--- src/rtl/uart_frame_pkg.sv ---
// uart_frame_pkg: state encoding, header default, byte indices and byte selector shared by the uart frame tx/rx pair
package uart_frame_pkg;
  typedef enum logic [2:0] {
    S_IDLE      = 3'd0,
    S_POP       = 3'd1,
    S_LATCH     = 3'd2,
    S_SEND      = 3'd3,
    S_WAIT_BUSY = 3'd4,
    S_WAIT_DONE = 3'd5
  } state_t;
  localparam logic [7:0] HDR_DEFAULT = 8'h80;
  localparam logic [1:0] IDX_HDR = 2'd0;
  localparam logic [1:0] IDX_HI  = 2'd1;
  localparam logic [1:0] IDX_LO  = 2'd2;
  localparam logic [1:0] IDX_CHK = 2'd3;
  function automatic logic [7:0] frame_byte(input logic [1:0] idx, input logic [15:0] word, input logic [7:0] hdr);
    return idx == IDX_HDR ? hdr : idx == IDX_HI ? word[15:8] : idx == IDX_LO ? word[7:0] : word[15:8] ^ word[7:0];
  endfunction
endpackage

--- src/rtl/uart_frame_tx.sv ---
// uart_frame_tx: pops 16-bit fifo words and sends each as hdr,hi,lo[,hi^lo] through the uart transmit/is_transmitting handshake
module uart_frame_tx
  import uart_frame_pkg::*;
#(
  parameter logic [7:0] HDR       = HDR_DEFAULT,
  parameter bit         CHK_EN    = 1'b0,
  parameter int         START_TMO = 8
) (
  input  logic        clk,
  input  logic        rst,
  input  logic        en,
  input  logic        fifo_empty,
  output logic        fifo_rd_en,
  input  logic [15:0] fifo_rd_data,
  output logic        uart_transmit,
  output logic [7:0]  uart_tx_byte,
  input  logic        uart_is_transmitting,
  output logic        busy,
  output logic [15:0] frame_cnt,
  output logic        tmo_err
);
  localparam int TW = $clog2(START_TMO + 1);
  localparam logic [1:0] LAST = CHK_EN ? IDX_CHK : IDX_LO;
  state_t st, nxt;
  logic [1:0] idx;
  logic [15:0] word;
  logic [TW-1:0] tmo_cnt;
  logic done, tmo_hit;
  assign fifo_rd_en    = st == S_POP;
  assign uart_transmit = st == S_SEND;
  assign busy          = st != S_IDLE;
  always_comb begin
    nxt = st;
    done = 1'b0;
    tmo_hit = 1'b0;
    case (st)
      S_IDLE:      nxt = (en && !fifo_empty && !uart_is_transmitting) ? S_POP : S_IDLE;
      S_POP:       nxt = S_LATCH;
      S_LATCH:     nxt = S_SEND;
      S_SEND:      nxt = S_WAIT_BUSY;
      S_WAIT_BUSY: begin
        nxt = uart_is_transmitting ? S_WAIT_DONE : S_WAIT_BUSY;
        tmo_hit = !uart_is_transmitting && (tmo_cnt + TW'(1) == TW'(START_TMO));
        done = tmo_hit;
      end
      S_WAIT_DONE: done = !uart_is_transmitting;
      default:     nxt = S_IDLE;
    endcase
    if (done) nxt = idx < LAST ? S_SEND : S_IDLE;
  end
  always_ff @(posedge clk) begin
    if (rst) begin
      st <= S_IDLE;
      idx <= IDX_HDR;
      word <= '0;
      uart_tx_byte <= '0;
      tmo_cnt <= '0;
      frame_cnt <= '0;
      tmo_err <= 1'b0;
    end else begin
      st <= nxt;
      if (st == S_LATCH) begin
        word <= fifo_rd_data;
        idx <= IDX_HDR;
        uart_tx_byte <= HDR;
      end
      if (st == S_SEND) tmo_cnt <= '0;
      else if (st == S_WAIT_BUSY && !uart_is_transmitting) tmo_cnt <= tmo_cnt + TW'(1);
      if (tmo_hit) tmo_err <= 1'b1;
      if (done && idx < LAST) begin
        idx <= idx + 2'd1;
        uart_tx_byte <= frame_byte(idx + 2'd1, word, HDR);
      end else if (done) frame_cnt <= frame_cnt + 16'd1;
    end
  end
endmodule

--- config.mk ---
export PLATFORM = sky130hd
export DESIGN_NAME = uart_frame_tx
export DESIGN_NICKNAME = d
export VERILOG_FILES = /design/src/rtl/uart_frame_pkg.sv /design/src/rtl/uart_frame_tx.sv
export SDC_FILE = /design/constraint.sdc
export NUM_CORES = 1
export LEC_CHECK = 0
export CAP_MARGIN = 10
export CORE_ASPECT_RATIO = 0.6
export CORE_MARGIN = 2
export CORE_UTILIZATION = 55
export DETAILED_ROUTE_END_ITERATION = 12
export PLACE_DENSITY = 0.87
export SLEW_MARGIN = 20
export SYNTH_ARGS = -nofsm -noshare
export SYNTH_HDL_FRONTEND = slang
export SYNTH_SLANG_ARGS = --single-unit
export TNS_END_PERCENT = 30
--- constraint.sdc ---
create_clock -name clk -period 3 [get_ports clk]
set_input_delay 0.9 -clock clk [delete_from_list [all_inputs] [get_ports clk]]
set_output_delay 0.9 -clock clk [all_outputs]
set_load 0.01 [all_outputs]
* Word-level counts from Yosys, hierarchy flattened *
Cells that the tools add are included.

cells by class
  $add $sub $neg = 3
  magnitude comparators = 1
  eq/ne operators = 9
  mux-type cells = 14
  bitwise operators = 2
  reductions and logical operators = 13

operators by type and width
  cell                   number
  $mux 8                 5
  $pmux 3 s6             1
  $add 16x1->16 const B  1
  $xor 8x8->8            1
  $eq 3x2->1 const B     2
  $eq 3x3->1 const B     2
  $mux 2                 3
  $logic_and 1x1->1      5
  $add 4x1->4 const B    1
  $eq 4x4->1 const B     1
  $eq 3x1->1 const B     1
  $logic_not 3->1        1
  $mux 1                 3
  $mux 3                 1
  $reduce_bool 3->1      1
  $add 2x1->2 const B    1
  $eq 2x1->1 const B     1
  $eq 2x2->1 const B     1
  $logic_not 1->1        2
  $logic_not 2->1        1
  $lt 2x2->1 const B     1
  $ne 2x2->1 const B     1
  $pmux 1 s2             1
  $reduce_and 2->1       1
  3 further kinds        3

storage, ports and cells
  register bits after elaboration = 50
  bits of input ports = 21
  output and inout port bits = 28
  word-level logic and storage cells = 49

* Depth between registers and ports, before layout *
  depth in word-level cells = 7
  gate-level depth with buffers = 7
  depth with buffers taken out = 7

* Worst setup path after synthesis *
No wires, ideal clock.

  kind = input -> register
  start point = input uart_is_transmitting
  end point = register frame_cnt[8]
  library setup time = 0.115 ns
  data arrival time = 2.223 ns
  data required time = 2.885 ns
  setup slack = 0.663 ns
  cell stages on the path = 6
  buffers on the path = 1
  path through = nor4b_4 and4_4 a21oi_4 clkbuf_8 o31a_1 o21a_1

on the way
  longest elaborated chain between the ends = 6

ends and longest elaborated chain
  element                       line                                      RTL
  start, declared               uart_frame_tx.sv:17                       input logic uart_is_transmitting,
  $logic_not 1->1 *             uart_frame_tx.sv:43, uart_frame_tx.sv:46
  $logic_and 1x1->1             uart_frame_tx.sv:43                       tmo_hit = !uart_is_transmitting && (tmo_cnt + TW'(1) == TW'(START_TMO));
  $pmux 1 s2 *                  uart_frame_tx.sv:36                       case (st)
  $logic_and 1x1->1             uart_frame_tx.sv:70                       if (done && idx < LAST) begin
  $not 1->1 (no line)           -
  $reduce_and 2->1 (no line) *  -
  end signal, assigned          uart_frame_tx.sv:73                       end else if (done) frame_cnt <= frame_cnt + 16'd1;
  end, declared                 uart_frame_tx.sv:19                       output logic [15:0] frame_cnt,

Every way passes the cells marked *; elsewhere a longest branch is shown, timed or not.
A chain may end at the register's enable or synchronous reset.

* Worst setup path after layout *
  start point = register st[1]
  end point = output uart_transmit

on the way
  longest elaborated chain between the ends = 1

ends and longest elaborated chain
  element                 line                 RTL
  start, declared         uart_frame_tx.sv:24  state_t st, nxt;
  start signal, assigned  uart_frame_tx.sv:61  st <= nxt;
  $eq 3x2->1              uart_frame_tx.sv:30  assign uart_transmit = st == S_SEND;
  end, declared           uart_frame_tx.sv:15  output logic uart_transmit,

No other way between the ends.

==> impl_metrics.ini <==
[pwr]
power.internal_mw = 0.907
combPwrFrac_pct = 7.7
switchingPower_mw = 0.279
power_frac_clock_pct = 34.4
power.density_nw_per_um2 = 389
pwr-share-seq_pct = 57.9
switching_share_pct = 23.5
leakagePower_nw = 1.02
ir_drop_mv = 0.218
power_mw = 1.19

[layout]
final_layout_size_suffix_gt1_share_pct = 5.52
area_delta_synth_final_pct = 25.4
antenna_cells = 0
final_nets = 370
fillCellCount = 334
fin_util_pct = 73.1

[synth]
synth_area_um2 = 2430
yosysTopAreaCellShare_pct = 41.2
ys_seq_elements = 50
syn_nets = 320
synth_edf_count = 0
synthTopCellsByArea = dfxtp_1 (41%), nand2_1 (8.7%), a21oi_1 (8.4%)
synth_cell_types = 40
ys_async_sr_fraction_pct = 0
synth.largest_area_cell = dfxtp_1
postSynthCellCount = 293
yosysSeqAreaShare_pct = 41.2
yosysWarnings = 0
ys.flop_type = dfxtp_1
avgSynthCellArea_um2 = 8.29

[clock_network]
ctsHoldBuffers = 0
htree_levels = 2
cts_buffers = 5
root_buffer = clkbuf_8
post_cts_resized = 0
cts_tree = done
clk_path_buf_depth = 2
clock_sinks = 50
post_cts_buffers = 0
clkTransAtPathRegs_ps = 80
clock_latency_ps = 310

[drt]
first_iter_violations = 159
ant_nets = 0
drc = 0
num_vias = 2302
drt_wl_total_um = 5770
drtPass1Iterations = 4
via_per_inst = 5.70
wl_per_cell_um = 14.3

[global_routing]
grt_pass1_vias = 2115
antenna_found_initial = 0
grt_overflow = 0
grtUsageTotal_pct = 23.2
grt_pass1_wl_um = 9490
grt_max_degree = 26

[setup_path]
critical_path_depth = 4
end_kind = output pin
crit_arrival_ps = 1740
critPathTopFamily = buffers and inverters
slowest_stage = clkdlybuf4s50_1
path_cells = nand2_1, or2_2, inv_1, clkdlybuf4s50_1
cpPeakStageDelay_ps = 520
crit_buf_inv = 2
startpoint_type = flip-flop
cp.required_ps = 2100
critPathMaxFanout = 8
rr_worst_depth = 7
crit_type = reg -> out

[floorplanning]
num_io_pins = 49
start_util_pct = 58.3
die_y_um = 55.5
die-area_um2 = 4980
dieWidth_um = 89.8
core-area_um2 = 4170
fp-row-count = 18

[placed_design]
port_buffers = 48
gp_congestion = 0.812
hpwl_um = 4170

[timing]
rsz0062_at_grt = no
hold_violations = 0
min_period_ps = 2640
max_slew_margin_pct = 49.8
max_freq_mhz = 379
finClkSkew_ps = 6.17
fin_crit_sh_pct = 88.0
tightest_slew_ps = 752
setup_violations = 0
slew_viol_final = 0
hold_ws_ps = 466
tns_ps = 0

[status]
status = complete, no violations

[job]
drv_cap = 0

[min_path]
whs_path_depth = 2
hold_class = reg -> reg
-- tightest hold or removal path, delay by kind of cell, from the launching register on --
family	cells	cell delay, ps
AOI/OAI and AO/OA	1	50
buffers and inverters	1	50
DFF	1	320
-- flip-flops by register name, indices dropped and copies added (netlist names) --
name and cells:
st 3, uart_tx_byte 8, idx 2, tmo_err 1, word 16, frame_cnt 16
tmo_cnt 4
-- cell type report --
type	count	area, um2	area share (%)
Clock buffer	7	86.3	2.83
Inverter	9	33.8	1.11
Timing Repair Buffer	55	533	17.5
Tap cell	60	75.1	2.46
Clock inverter	1	5.00	0.164
Multi-Input combinational cell	222	1310	43.1
Sequential cell	50	1000	32.9
-- worst paths after layout --
| check | slack (ps) | end | start |
|---|---|---|---|
| worst max-delay path | 360 | uart_transmit | st[1] |
| worst min-delay path | 470 | tmo_err | tmo_err |
| worst max register to register | 1000 | uart_tx_byte[2] | tmo_cnt[0] |
| worst min register to register | 470 | tmo_err | tmo_err |
-- metrics by stage --
| step | cell area, um2 | cells | setup WS, ps |
|---|---|---|---|
| floorplan | 2430 | 293 | 663 |
| global placement | 2960 | 396 | 168 |
| detailed placement | 2960 | 396 | 108 |
| CTS | 3050 | 404 | 356 |
| global route | 3050 | 404 | 271 |
| finish | 3050 | 404 | 359 |
-- power by group through the flow --
stage,Combinational (mW),Clock [mW],Sequential (mW)
2_1_floorplan,0.0476,0,0.700
3_3_place_gp,0.0885,0,0.702
3_5_place_dp,0.0903,0,0.703
4_1_cts,0.0909,0.411,0.687
5_1_grt,0.0993,0.437,0.689
6_report,0.0908,0.408,0.687
-- cell usage in the layout, fill, tap and decap left out, drive strengths merged --
cell type | netlist | layout
nand2 | 56 | 56
dfxtp | 50 | 50
clkdlybuf4s50 | 0 | 48
a21oi | 42 | 42
nand3 | 17 | 17
nor2 | 11 | 11
o21ai | 11 | 11
inv | 9 | 9
mux2i | 9 | 9
nor2b | 7 | 7
o31ai | 7 | 7
or4 | 7 | 7
buf | 3 | 7
clkbuf | 7 | 7
ha | 6 | 6
or3 | 5 | 5
a311oi | 5 | 5
xnor2 | 4 | 4
nand4 | 4 | 4
and3 | 3 | 3
a21o | 3 | 3
xor2 | 3 | 3
nor3 | 3 | 3
o2111ai | 3 | 3
nor3b | 2 | 2
nand2b | 2 | 2
o31a | 2 | 2
and4 | 2 | 2
or2 | 1 | 1
nor4b | 1 | 1
and2 | 1 | 1
mux2 | 1 | 1
nand3b | 1 | 1
or2b | 1 | 1
nor4 | 1 | 1
o21a | 1 | 1
clkinv | 0 | 1
-- routing by layer --
layer,wire [um],up-vias,global-route usage [%]
met5,0,-,0
met1,2590,1082,29.5
met3,338,10,5.18
met2,2770,61,39.8
met4,77,0,7.03
li1,-,1149,-
-- Yosys cell counts (4+ instances only) --
library cell and instances:
nand2_1 56, dfxtp_1 50, a21oi_1 41, nand3_1 17, nor2_1 11, o21ai_0 11
inv_1 9, mux2i_1 9, nor2b_1 7, o31ai_1 7, or4_1 7, ha_1 6
a311oi_1 5, clkbuf_1 5, or3_1 5, nand4_1 4, xnor2_1 4
-- kinds of logic (layout without fill, tap and decap cells) --
kind of cell               after synthesis  after routing  synth area share [%]
and+or+nand+nor                        125            125                  25.8
AOI/OAI and AO/OA                       74             74                  18.4
DFF                                     50             50                  41.2
buffers and inverters                   21             72                  4.79
muxes                                   10             10                  4.17
xor gates and xnor gates                 7              7                  2.52
adders and majority gates                6              6                  3.09
Note: power is estimated with default switching activity, not from simulation.
